===== src/rtl/div_pkg.sv =====
// Shared types and constants for the sequential restoring divider.
package div_pkg;

    // Default operand widths: 16-bit dividend/quotient, 8-bit divisor/remainder
    localparam int unsigned NW_DEF = 16;
    localparam int unsigned DW_DEF = 8;

    // Counter width able to hold 0..nw
    function automatic int unsigned cnt_w(input int unsigned nw);
        return $clog2(nw + 1);
    endfunction

    localparam int unsigned CNT_W = cnt_w(NW_DEF);

    typedef enum logic [1:0] {
        StIdle,
        StCalc,
        StDone
    } state_e;

endpackage


===== src/rtl/div_step.sv =====
// One restoring-division iteration: shift in the next dividend bit,
// trial-subtract the divisor and keep or restore the partial remainder.
module div_step #(
    parameter int unsigned DW = 8
) (
    input  logic [DW:0]   rem,
    input  logic          nbit,
    input  logic [DW-1:0] d,
    output logic [DW:0]   rem_next,
    output logic          qbit
);

    logic [DW:0]   sh;
    logic [DW+1:0] diff;
    // The incoming remainder is always < d, so its MSB is zero
    logic          unused_rem_msb;

    assign unused_rem_msb = rem[DW];

    // Shift, trial subtract with a sign bit, then select kept or restored remainder
    always_comb begin
        sh       = {rem[DW-1:0], nbit};
        diff     = {1'b0, sh} - {2'b00, d};
        qbit     = ~diff[DW+1];
        rem_next = qbit ? diff[DW:0] : sh;
    end

endmodule


===== src/rtl/div_16x8_seq.sv =====
// Sequential radix-2 restoring divider, NW-bit dividend by DW-bit divisor,
// one quotient bit per clock, valid/ready on both sides.
// Optional macro APPROX_DIV_TRUNC_EN: skip the low TRUNC_BITS quotient bits.
module div_16x8_seq
    import div_pkg::*;
#(
    parameter int unsigned NW         = NW_DEF,
    parameter int unsigned DW         = DW_DEF,
    parameter int unsigned TRUNC_BITS = 4
) (
    input  logic          clk,
    input  logic          rst,
    input  logic          in_valid,
    output logic          in_ready,
    input  logic [NW-1:0] N,
    input  logic [DW-1:0] D,
    output logic          out_valid,
    input  logic          out_ready,
    output logic [NW-1:0] Q,
    output logic [DW-1:0] R,
    output logic          div_zero
);

`ifdef APPROX_DIV_TRUNC_EN
    localparam int unsigned SKIP = TRUNC_BITS;
`else
    // Exact divide: no quotient bits are skipped
    localparam int unsigned SKIP = 0 * TRUNC_BITS;
`endif

    localparam int unsigned ITER = NW - SKIP;
    localparam int unsigned CW   = cnt_w(NW);
    localparam logic [CW-1:0] LAST = CW'(ITER - 1);

    state_e        state_q;
    logic [NW-1:0] dvd_q;
    logic [DW-1:0] dsr_q;
    logic [DW:0]   rem_q;
    logic [NW-1:0] quo_q;
    logic [CW-1:0] cnt_q;

    logic [DW:0]   step_rem;
    logic          step_q;
    logic [NW-1:0] quo_next;

    div_step #(
        .DW (DW)
    ) u_step (
        .rem      (rem_q),
        .nbit     (dvd_q[NW-1]),
        .d        (dsr_q),
        .rem_next (step_rem),
        .qbit     (step_q)
    );

    assign quo_next = {quo_q[NW-2:0], step_q};

    // Control FSM and datapath registers with registered handshake outputs
    always_ff @(posedge clk or posedge rst) begin
        if (rst) begin
            state_q   <= StIdle;
            dvd_q     <= '0;
            dsr_q     <= '0;
            rem_q     <= '0;
            quo_q     <= '0;
            cnt_q     <= '0;
            in_ready  <= 1'b1;
            out_valid <= 1'b0;
            Q         <= '0;
            R         <= '0;
            div_zero  <= 1'b0;
        end else begin
            unique case (state_q)
                StIdle: begin
                    if (in_valid) begin
                        dvd_q    <= N;
                        dsr_q    <= D;
                        rem_q    <= '0;
                        quo_q    <= '0;
                        cnt_q    <= '0;
                        div_zero <= (D == '0);
                        in_ready <= 1'b0;
                        state_q  <= StCalc;
                    end
                end
                StCalc: begin
                    if (div_zero) begin
                        // Zero divisor spends exactly one cycle here, no iterations
                        Q         <= '1;
                        R         <= dvd_q[DW-1:0];
                        out_valid <= 1'b1;
                        state_q   <= StDone;
                    end else begin
                        rem_q <= step_rem;
                        quo_q <= quo_next;
                        dvd_q <= dvd_q << 1;
                        cnt_q <= cnt_q + 1'b1;
                        if (cnt_q == LAST) begin
                            // Skipped low quotient bits read back as zero
                            Q         <= quo_next << SKIP;
                            R         <= step_rem[DW-1:0];
                            out_valid <= 1'b1;
                            state_q   <= StDone;
                        end
                    end
                end
                StDone: begin
                    if (out_ready) begin
                        out_valid <= 1'b0;
                        in_ready  <= 1'b1;
                        state_q   <= StIdle;
                    end
                end
                default: begin
                    out_valid <= 1'b0;
                    in_ready  <= 1'b1;
                    state_q   <= StIdle;
                end
            endcase
        end
    end

endmodule


===== config.mk =====
export PLATFORM = sky130hd
export DESIGN_NAME = div_16x8_seq
export DESIGN_NICKNAME = d
export VERILOG_FILES = /design/src/rtl/div_pkg.sv /design/src/rtl/div_step.sv /design/src/rtl/div_16x8_seq.sv
export SDC_FILE = /design/constraint.sdc
export NUM_CORES = 1
export LEC_CHECK = 0
export BUFFER_PORTS_ARGS = -buffer_cell sky130_fd_sc_hd__buf_2
export CAP_MARGIN = 5
export CORE_MARGIN = 5
export CORE_UTILIZATION = 58
export CTS_CLUSTER_SIZE = 8
export DETAILED_ROUTE_END_ITERATION = 12
export PLACE_DENSITY = 0.92
export SLEW_MARGIN = 20
export SYNTH_ARGS = -nofsm -noshare
export SYNTH_HDL_FRONTEND = slang
export SYNTH_SLANG_ARGS = --single-unit
export TNS_END_PERCENT = 1

===== constraint.sdc =====
create_clock -name clk -period 4.96 [get_ports clk]
set_input_delay 0 -clock clk [delete_from_list [all_inputs] [get_ports clk]]
set_output_delay 0 -clock clk [all_outputs]
set_load 0.02 [all_outputs]

### Word level (Yosys, flattened, before mapping)

Index checks and enable logic that the tools add are counted.

* $add $sub $neg: 2
* equal/unequal tests: 7
* mux-type cells: 29
* bitwise logic cells: 3
* reduce and logical (&&, ||, !) cells: 10

Operator list (count)
* 16-bit 2-to-1 mux: 4
* 8-bit 2-to-1 mux: 5
* 16-bit one-hot mux with 2 select lines: 1
* 15-bit 2-to-1 mux: 2
* 15-bit one-hot mux with 2 select lines: 1
* 8-bit one-hot mux with 2 select lines: 1
* 3-bit AND reduction: 4
* 5-bit 2-to-1 mux: 2
* 5-bit one-hot mux with 2 select lines: 1
* 9-bit by 8-bit subtractor with 10-bit output: 1
* 8-bit logical NOT: 1
* 2-bit 2-to-1 mux: 4
* 2-bit inequality test, second input constant: 3
* 1-bit one-hot mux with 3 select lines: 2
* 2-bit one-hot mux with 3 select lines: 1
* 5-bit by 1-bit adder with 5-bit output, second input constant: 1
* 5-bit by 4-bit equality test with 1-bit output, second input constant: 1
* 1-bit 2-to-1 mux: 5
* 2-bit AND reduction: 2
* 2-bit nonzero test: 2
* 3-bit inequality test, second input constant: 1
* 1-bit NOT: 3
* 2-bit by 1-bit equality test with 1-bit output, second input constant: 1
* 2-bit equality test, second input constant: 1
* 2-bit logical NOT: 1

* flip-flop bits (word level): 81
* input port bits: 28
* output and inout port bits: 27
* logic and storage cells: 62

### Depth between registers and ports, before layout

Gate-level depths: netlist of the first run.

* depth after elaboration: 4
* depth in mapped cells: 9

### By module

A second synthesis of the first run with hierarchy kept.

* cell total of the unflattened synthesis: 377
* area total of the unflattened synthesis: 3950.0 sq um

By module, submodules not included
* div_16x8_seq: times used 1, cells each 310, area an instance 3443.3 sq um
* div_step: times used 1, cells each 67, area an instance 506.7 sq um

### Worst setup path after synthesis of the first run

OpenSTA, ideal clock, no wires.

* path type: register -> register
* start: register rem_q[5]
* end: register rem_q[1]
* library setup time: 0.084 ns
* arrival time: 2.074 ns
* slack: 2.802 ns
* cell stages (with the launch flop): 8
* clock period less this slack: 2.158 ns
* path through: dfrtp_1 -> ha_1 -> buf_6 -> a21o_4 -> a221o_1 -> a21oi_4 -> mux2_2 -> o21ai_0

* word-level cells in the longest chain between the ends: 4

RTL lines
* from (decl): line div_16x8_seq.sv:38 `logic [DW:0] rem_q;`
* from (signal assigned): line div_16x8_seq.sv:94 `rem_q <= step_rem;`
* 9-bit by 8-bit subtractor with 10-bit output: line div_step.sv:23 `diff = {1'b0, sh} - {2'b00, d};`
* 8-bit 2-to-1 mux: line div_step.sv:25 `rem_next = qbit ? diff[DW:0] : sh;`
* 8-bit 2-to-1 mux: line div_16x8_seq.sv:87 `if (div_zero) begin`
* 8-bit one-hot mux with 2 select lines: line div_16x8_seq.sv:73 `unique case (state_q)`

No other way between the ends. The select of a mux whose other input is x is not followed.
A chain may end at the register's enable or synchronous reset.

### Final worst setup path of the first run

* start: register div_zero
* end: register dvd_q[2]

* word-level cells in the longest chain between the ends: 2

RTL lines
* from (decl): line div_16x8_seq.sv:21 `output logic div_zero`
* from (signal assigned): line div_16x8_seq.sv:81 `div_zero <= (D == '0);`
* 2-bit inequality test (no source line)
* 3-bit AND reduction (no source line)
* to (signal assigned): line div_16x8_seq.sv:96 `dvd_q <= dvd_q << 1;`
* to (decl): line div_16x8_seq.sv:36 `logic [NW-1:0] dvd_q;`

No other way between the ends.

==> results of run 1 <==
-- worst register-to-register path: stages, from the launching register on --
cell     delay [ns]
dfrtp_1        0.91
inv_1          0.37
and2_1         0.50
nor2_4         0.44
buf_12         0.26
nand2_1        0.09
o21ai_0        0.09
-- cells by family after synthesis --
logic type	count (synthesis)	share of synthesized area, %
adder cells (fa/ha/maj)	11	3.79
flip-flops	81	53.0
AND/OR/NAND/NOR	110	12.5
XOR/XNOR	6	1.37
AO/OA/AOI/OAI	115	19.2
buffers and inverters	38	4.25
multiplexers	22	5.85
-- routing by layer --
layer | GRT usage, % | wire length [um] | vias to the layer above
met3 | 5.54 | 574 | 23
li1 | - | - | 1484
met1 | 28.9 | 3710 | 1549
met5 | 0 | 0 | -
met2 | 36.4 | 4430 | 124
met4 | 7.95 | 158 | 0
-- registers in the layout (all words and copies together) (netlist names), 2 cells and up --
register,count
Q,16
dvd_q,16
quo_q,15
R,8
dsr_q,8
rem_q,8
cnt_q,5
state_q,2
-- stage by stage --
step	power, uW	util [%]	hold WS, ns
2_1_floorplan	2290	-	0.117
5_1_grt	3540	73.4	0.428
3_5_place_dp	2660	64.9	0.233
6_report	3320	73.4	0.395
4_1_cts	3280	73.1	0.388
3_3_place_gp	2570	64.8	0.222
-- layout by cell type, fill, tap and decap left out, types with 2 or more instances in the layout --
master	instances
dfrtp_1	80
nand2_1	70
o21ai_0	54
buf_2	54
dlygate4sd3_1	27
mux2i_1	19
a21oi_1	17
a22o_1	17
inv_1	14
nor2_1	13
ha_1	10
clkbuf_8	10
or3_1	6
a21o_1	4
xor2_1	4
a211oi_1	4
buf_4	4
nor3_1	3
mux2_2	3
bufinv_16	3
nand2b_1	2
xnor2_1	2
and2b_1	2
o21ai_1	2
nor4_1	2
clkinvlp_4	2
-- worst min path at each step --
| stage | endpoint | slack [ns] | startpoint |
|---|---|---|---|
| after floorplan | dsr_q[1]$_DFFE_PP0P_ | 0.12 | D[1] |
| after global placement | dsr_q[6]$_DFFE_PP0P_ | 0.22 | D[6] |
| after detailed placement | dsr_q[7]$_DFFE_PP0P_ | 0.23 | D[7] |
| after CTS | dsr_q[5]$_DFFE_PP0P_ | 0.39 | D[5] |
| after global routing | dsr_q[7]$_DFFE_PP0P_ | 0.43 | D[7] |
| final | dsr_q[7]$_DFFE_PP0P_ | 0.40 | D[7] |
-- power groups by stage --
stage	clock network [uW]	registers [uW]	logic, uW
6_report	599	1130	1580
5_1_grt	631	1170	1750
4_1_cts	604	1130	1550
3_5_place_dp	0	1140	1520
3_3_place_gp	0	1120	1440
2_1_floorplan	0	1180	1110
-- cell type report --
cell class | count | share of cell area (%)
Sequential cell | 81 | 43.2
Multi-Input combinational cell | 264 | 35.5
Timing Repair Buffer | 86 | 12.6
Clock buffer | 10 | 2.93
Clock inverter | 6 | 2.43
Tap cell | 77 | 2.05
Inverter | 15 | 1.23
-- what timing repair did --
action / in CTS / in global routing
gates resized for setup: 0 / 0
hold endpoints to repair: 106 / 0
hold buffers: 27 / 0
==> results by group, run 1 <==
Timing
  • Fin. max-slew vios: 0
  • RSZ-0062 raised after global routing: no
  • Slew margin rel.: between 30% and 40%
  • Period utilization: 55.6%
  • Post-route setup TNS: 0 ns
  • Finish-stage setup viols: 0
  • Final hold viol count: 0
  • Post-route setup slack: 2.20 ns
  • Clock skew: ~0.0056 ns
  • Min Clock Period, post-route: 2.76 ns
  • Worst-margin pin slew: between 0.9 and 1 ns
  • Fmax: 363 MHz

Synthesis
  • Post-synth EDFFs: 0
  • Mapped Cells: between 300 and 400
  • Net count after synthesis: approximately 420
  • Top cell type's share of synthesized area: approximately 52%
  • Register area share after synthesis: 53.0%
  • Syn avg cell area: 10.0 sq um
  • Yosys cell types: 51
  • Yosys warns: 0
  • Ys async rst share: between 90% and 100%
  • Main flop type after synthesis: dfrtp_1
  • Post-synth top cells: dfrtp_1 (80), nand2_1 (70), o21ai_0 (55)
  • Top cell type by total area after synthesis: dfrtp_1
  • Top-count cell post-synth: dfrtp_1
  • Seq cells post-synth: about 80
  • Cell Area, Synth: 0.00383 sq mm
  • Dominant cells by area after synthesis: dfrtp_1 (52%), o21ai_0 (7.2%), nand2_1 (6.9%)

Critical path
  • FF-to-FF Start: div_zero$_DFFE_PP0P_
  • Critical Path, Cell by Cell: inv_1 -> and2_1 -> nor2_4 -> buf_12 -> nand2_1 -> o21ai_0
  • CP max stage cell: dfrtp_1
  • Critical path endpoint category: flip-flop
  • R2R depth: 6
  • CP bufs+invs: 2
  • Worst path max stage delay: about 0.91 ns
  • Worst reg2reg endpoint: dvd_q[2]$_DFFE_PP0P_
  • CP startpoint kind: flip-flop
  • Worst setup endpoint: dvd_q[2]$_DFFE_PP0P_
  • Critical Path Fanout Max: 43
  • CP Class: reg2reg
  • WP data required: 5.23 ns
  • WP depth: 6
  • Worst path arrival time: around 3.0 ns
  • CP delay by family, top: simple AND/OR/NAND/NOR gates
  • Critical Path Start: div_zero$_DFFE_PP0P_
  • R2R setup slack: 2.20 ns

Outcome
  • Outcome: finished, final reports clean

Layout
  • Proportion of layout cells with a drive suffix above 1: 19.7%
  • Synth-to-layout area growth: 22.4%
  • Multi-input gate area: 0.00167 sq mm
  • Diodes inserted: 0
  • Fillers: 431
  • Finished Cell Area: 0.00469 sq mm
  • Area taken by flip-flops and latches: 0.00203 sq mm
  • Layout Nets: 496
  • Final cell count without fillers: roughly 540

GRT
  • Largest net degree at the start of global routing: about 80
  • First-pass GRT wire length: 15200 um
  • Initial antenna violation count: 0
  • Gr usage total: 22.3%
  • Vias in the first global route: between 3000 and 4000
  • Remaining global-route overflow: 0

Worst hold path
  • Hold Crit Class: in2reg
  • WHS Path Cells: 4

Floorplan
  • Initial Utilization: 60.0%
  • IO Count: 55
  • Die area: 0.00833 sq mm
  • Num rows: 29
  • Die Height: approximately 91 um
  • Core Region: 0.00639 sq mm
  • Die X: ~91 um

Power
  • Clk network pwr share: 18.1%
  • Comb power frac: 47.7%
  • Static Leak: around 0.0023 uW
  • Pwr dens: 707 mW/mm^2
  • Switching Fraction: 41.7%
  • Seq pwr share: 34.2%
  • VDD IR-drop max: 0.000384 V
  • Switching power: between 1000 and 1500 uW
  • Pint: 1930 uW

Clock network
  • Root buffer cell: clkbuf_8
  • CTS sink cnt: 81
  • Clock slew at reported path FFs: 0.08 ns
  • H-tree depth: 3
  • Setup Fix Bufs, Post-CTS: 0
  • CTS tree: done
  • Total CTS buffers: 9
  • Worst-Skew Late Latency: 0.36 ns
  • Clock buffer depth: 2

Placed design
  • Placed cells: 495
  • Hpwl dp: 5720 um
  • Pre-CTS setup slack: 1.89 ns
  • Routability Congestion: between 0.8 and 0.9
  • PortBufs: 54
  • Placed inst area: 0.00415 sq mm

Route
  • DRC: 0
  • TritonRoute pass-1 iters: 5
  • DR iter-0 viols: 299
  • Post-route ant nets: 0
  • Final WL: 8870 um
  • Via count: 3180
  • Via density: around 5.9
  • Wire per inst: about 16 um

Flow run
  • Max-Cap Viols: 0
(Power assumes the default switching activity.)
==> run 2, diff against run 1 <==
Settings changed: ABC_AREA from default to 1, CORE_UTILIZATION 58 to 57, PLACE_DENSITY 0.92 to 0.9.
Clock period 4.96 ns to 2.6 ns, I/O delays scaled along.
==> run 2 against run 1 <==
Effect of this change:
- cell count up 14%
- clock power up 45%
- worst setup slack worse by 1.7 ns
- combinational power up 130%
- global-route usage up 1.2 points
- non-clock buffer count down 1
- sequential power up 88%
- worst hold slack worse by 0.30 ns
- critical path type unchanged
==> results by group, run 2 <==
Timing
  • Final hold viol count: 0 (unchanged)
  • Slew margin rel.: 58.6% (+25 points)
  • Fin. max-slew vios: 0 (unchanged)
  • RSZ-0062 raised after global routing: no
  • Finish-stage setup viols: 0 (unchanged)
  • Period utilization: 79.5% (+24 points)
  • Fmax: 484 MHz (+33%)
  • Post-route setup TNS: 0 ns (unchanged)
  • Clock skew: 0.0221 ns (+0.0165 ns)
  • Min Clock Period, post-route: 2.07 ns (-0.689 ns)
  • Worst-margin pin slew: 0.620 ns (-0.368 ns)
  • Fin Hold WS: 0.0921 ns (-0.303 ns)

Clock network
  • Post-cts gate resize count: 0 (unchanged)
  • CTS sink cnt: 81 (unchanged)
  • Hold_buf cts: 26 (-3.7%)
  • Setup Fix Bufs, Post-CTS: 0 (unchanged)
  • Clock buffer depth: 2 (unchanged)
  • Total CTS buffers: 9 (unchanged)
  • Root buffer cell: clkbuf_8
  • Clock slew at reported path FFs: 0.08 ns (about the same)
  • H-tree depth: 3 (unchanged)
  • CTS tree: done
  • Worst-Skew Late Latency: 0.37 ns (about the same)

Route
  • Post-route ant nets: 0 (unchanged)
  • Wire per inst: 15.3 um (-6.8%)
  • Via count: 3445 (+8.3%)
  • DRC: 0 (unchanged)
  • Final WL: 9460 um (+6.7%)
  • TritonRoute pass-1 iters: 5 (unchanged)
  • DR iter-0 viols: 288 (-3.7%)
  • Via density: 5.58 (-5.4%)

Synthesis
  • Net count after synthesis: 490 (+16%)
  • Top cell type's share of synthesized area: 50.6% (-1.6 points)
  • Register area share after synthesis: 51.3% (-1.6 points)
  • Cell Area, Synth: 0.00395 sq mm (+3.2%)
  • Ys async rst share: 100% (unchanged)
  • Dominant cells by area after synthesis: dfrtp_1 (51%), nand2_1 (11%), inv_1 (5.6%)
  • Syn avg cell area: 8.76 sq um (-12%)
  • Top cell type by total area after synthesis: dfrtp_1
  • Top-count cell post-synth: nand2_1
  • Mapped Cells: 451 (+18%)
  • Seq cells post-synth: 81 (unchanged)
  • Yosys warns: 0 (unchanged)
  • Post-synth EDFFs: 0 (unchanged)
  • Main flop type after synthesis: dfrtp_1
  • Yosys cell types: 39 (-24%)
  • Post-synth top cells: nand2_1 (115), dfrtp_1 (80), inv_1 (59)

Power
  • Pwr dens: 1390 mW/mm^2 (+97%)
  • VDD IR-drop max: 0.000899 V (+130%)
  • Static Leak: 0.00240 uW (+2.5%)

Floorplan
  • Num rows: 30 (+3.4%)
  • Die Height: 93.3 um (+2.2%)
  • IO Count: 55 (unchanged)
  • Initial Utilization: 58.5% (-1.5 points)
  • Core Region: 0.00676 sq mm (+5.8%)
  • Die X: 93.3 um (+2.2%)
  • Die area: 0.00870 sq mm (+4.5%)

Critical path
  • Worst path arrival time: 2.31 ns (-0.72 ns)
  • WP data required: 2.84 ns (-2.39 ns)
  • CP Class: reg2reg
  • Critical Path Fanout Max: 16 (-63%)
  • CP startpoint kind: flip-flop
  • Critical path endpoint category: flip-flop

GRT
  • Gr usage total: 23.5% (+1.2 points)
  • Vias in the first global route: 3489 (+10%)
  • Remaining global-route overflow: 0 (unchanged)
  • Initial antenna violation count: 0 (unchanged)
  • Largest net degree at the start of global routing: 55 (-33%)
  • First-pass GRT wire length: 15900 um (+4.6%)

Layout
  • Diodes inserted: 0 (unchanged)
  • Area taken by flip-flops and latches: 0.00203 sq mm (unchanged)
  • Commonest cells after routing, fill and taps aside: nand2_1 (115), dfrtp_1 (80), inv_1 (58), buf_2 (54), o21ai_0 (39)
  • Top Registers: Q (16), dvd_q (16), quo_q (15)
  • Most common cell after layout, fill and taps aside: nand2_1
  • Multi-input gate area: 0.00159 sq mm (-4.7%)
  • Synth-to-layout area growth: 19.5%
  • Layout Nets: 571 (+15%)
  • Fillers: 462 (+7.2%)
  • Proportion of layout cells with a drive suffix above 1: 19.9% (+0.23 points)

Placed design
  • PortBufs: 54 (unchanged)
  • Routability Congestion: 0.854 (-2.2%)
  • Hpwl dp: 6200 um (+8.4%)

Flow run
  • Max-Cap Viols: 0 (unchanged)

Outcome
  • Outcome: finished, final reports clean

Worst hold path
  • Hold Crit Class: in2reg
## run 2: changes by cell type in the layout (fill, tap and decap cells not counted), moves of 7 or more
| cell | before | now |
|---|---|---|
| nand2_1 | 70 | 115 |
| inv_1 | 14 | 58 |
| mux2i_1 | 19 | 1 |
| a22o_1 | 17 | 1 |
| o22ai_1 | 0 | 16 |
| o21ai_0 | 54 | 39 |
| a21oi_2 | 0 | 10 |
| nand3_1 | 1 | 10 |
| nand4_1 | 1 | 9 |
| nor2_1 | 13 | 21 |
| o211ai_1 | 0 | 7 |
## run 2: final timing paths
path | startpoint | to | slack [ns] | depth (start not counted)
hold reg to reg | in_ready$_DFFE_PP1P_ | in_ready$_DFFE_PP1P_ | 0.46 | 2
setup / recovery | cnt_q[0]$_DFFE_PP0P_ | R[6]$_DFFE_PP0P_ | 0.53 | 10
max in group asynchronous | rst | in_ready$_DFFE_PP1P_ | 1.63 | 4
min in group asynchronous | rst | Q[15]$_DFFE_PP0P_ | 0.24 | 3
setup reg to reg | cnt_q[0]$_DFFE_PP0P_ | R[6]$_DFFE_PP0P_ | 0.53 | 10
hold / removal | N[3] | dvd_q[3]$_DFFE_PP0P_ | 0.09 | 5
## run 2: routing by layer
layer  vias to the layer above  wire length (um)  GRT usage (%)
li1                       1629                 -              -
met3                        39               546           4.75
met2                       144              4720           37.5
met4                         0               468           15.4
met5                         -                 0              0
met1                      1633              3730           28.9
## run 2: where the power goes
part	internal, uW	switching, uW	leakage (uW)	total, uW
clock	400	471	0.0000928	871
combinational	1250	2330	0.00130	3580
sequential	1840	290	0.00101	2130
total	3490	3090	0.00240	6580
## run 2: stage by stage
step                      utilization [%]  cells  total power (uW)  worst slack, ns  area (sq um)
final                                69.9    617              6580            0.532          4720
after global placement               63.4    575              5420            0.679          4280
after detailed placement             63.4    575              5600            0.616          4280
after CTS                            69.9    617              6500            0.559          4720
after global routing                 69.9    617              7120            0.351          4720
after floorplan                         -    451              4750            0.522          3950
## run 2: worst max-delay path, cell delays in order (launching register included)
cell and delay [ns]:
dfrtp_1 0.42, ha_1 0.24, nand2_1 0.10, nor2_1 0.05
ha_1 0.17, or2_1 0.21, nand2_1 0.24, buf_4 0.28
a21oi_1 0.09, nand2_1 0.11, nand2_1 0.06
## run 2: final cells by class
| type | instances | area share [%] |
|---|---|---|
| Sequential cell | 81 | 43.0 |
| Multi-Input combinational cell | 291 | 33.6 |
| Timing Repair Buffer | 85 | 12.3 |
| Inverter | 64 | 5.19 |
| Clock buffer | 12 | 3.29 |
| Tap cell | 80 | 2.12 |
| Clock inverter | 4 | 0.556 |
## run 2: cells by family (layout without fill, tap and decap cells)
kind of cell | Yosys count | in the layout | share of synthesized area, %
adder cells (fa/ha/maj) | 11 | 11 | 3.67
buffers and inverters | 79 | 165 | 8.55
multiplexers | 1 | 1 | 0.253
XOR/XNOR | 2 | 2 | 0.443
flip-flops | 81 | 81 | 51.3
AO/OA/AOI/OAI | 98 | 98 | 14.9
AND/OR/NAND/NOR | 179 | 179 | 20.8
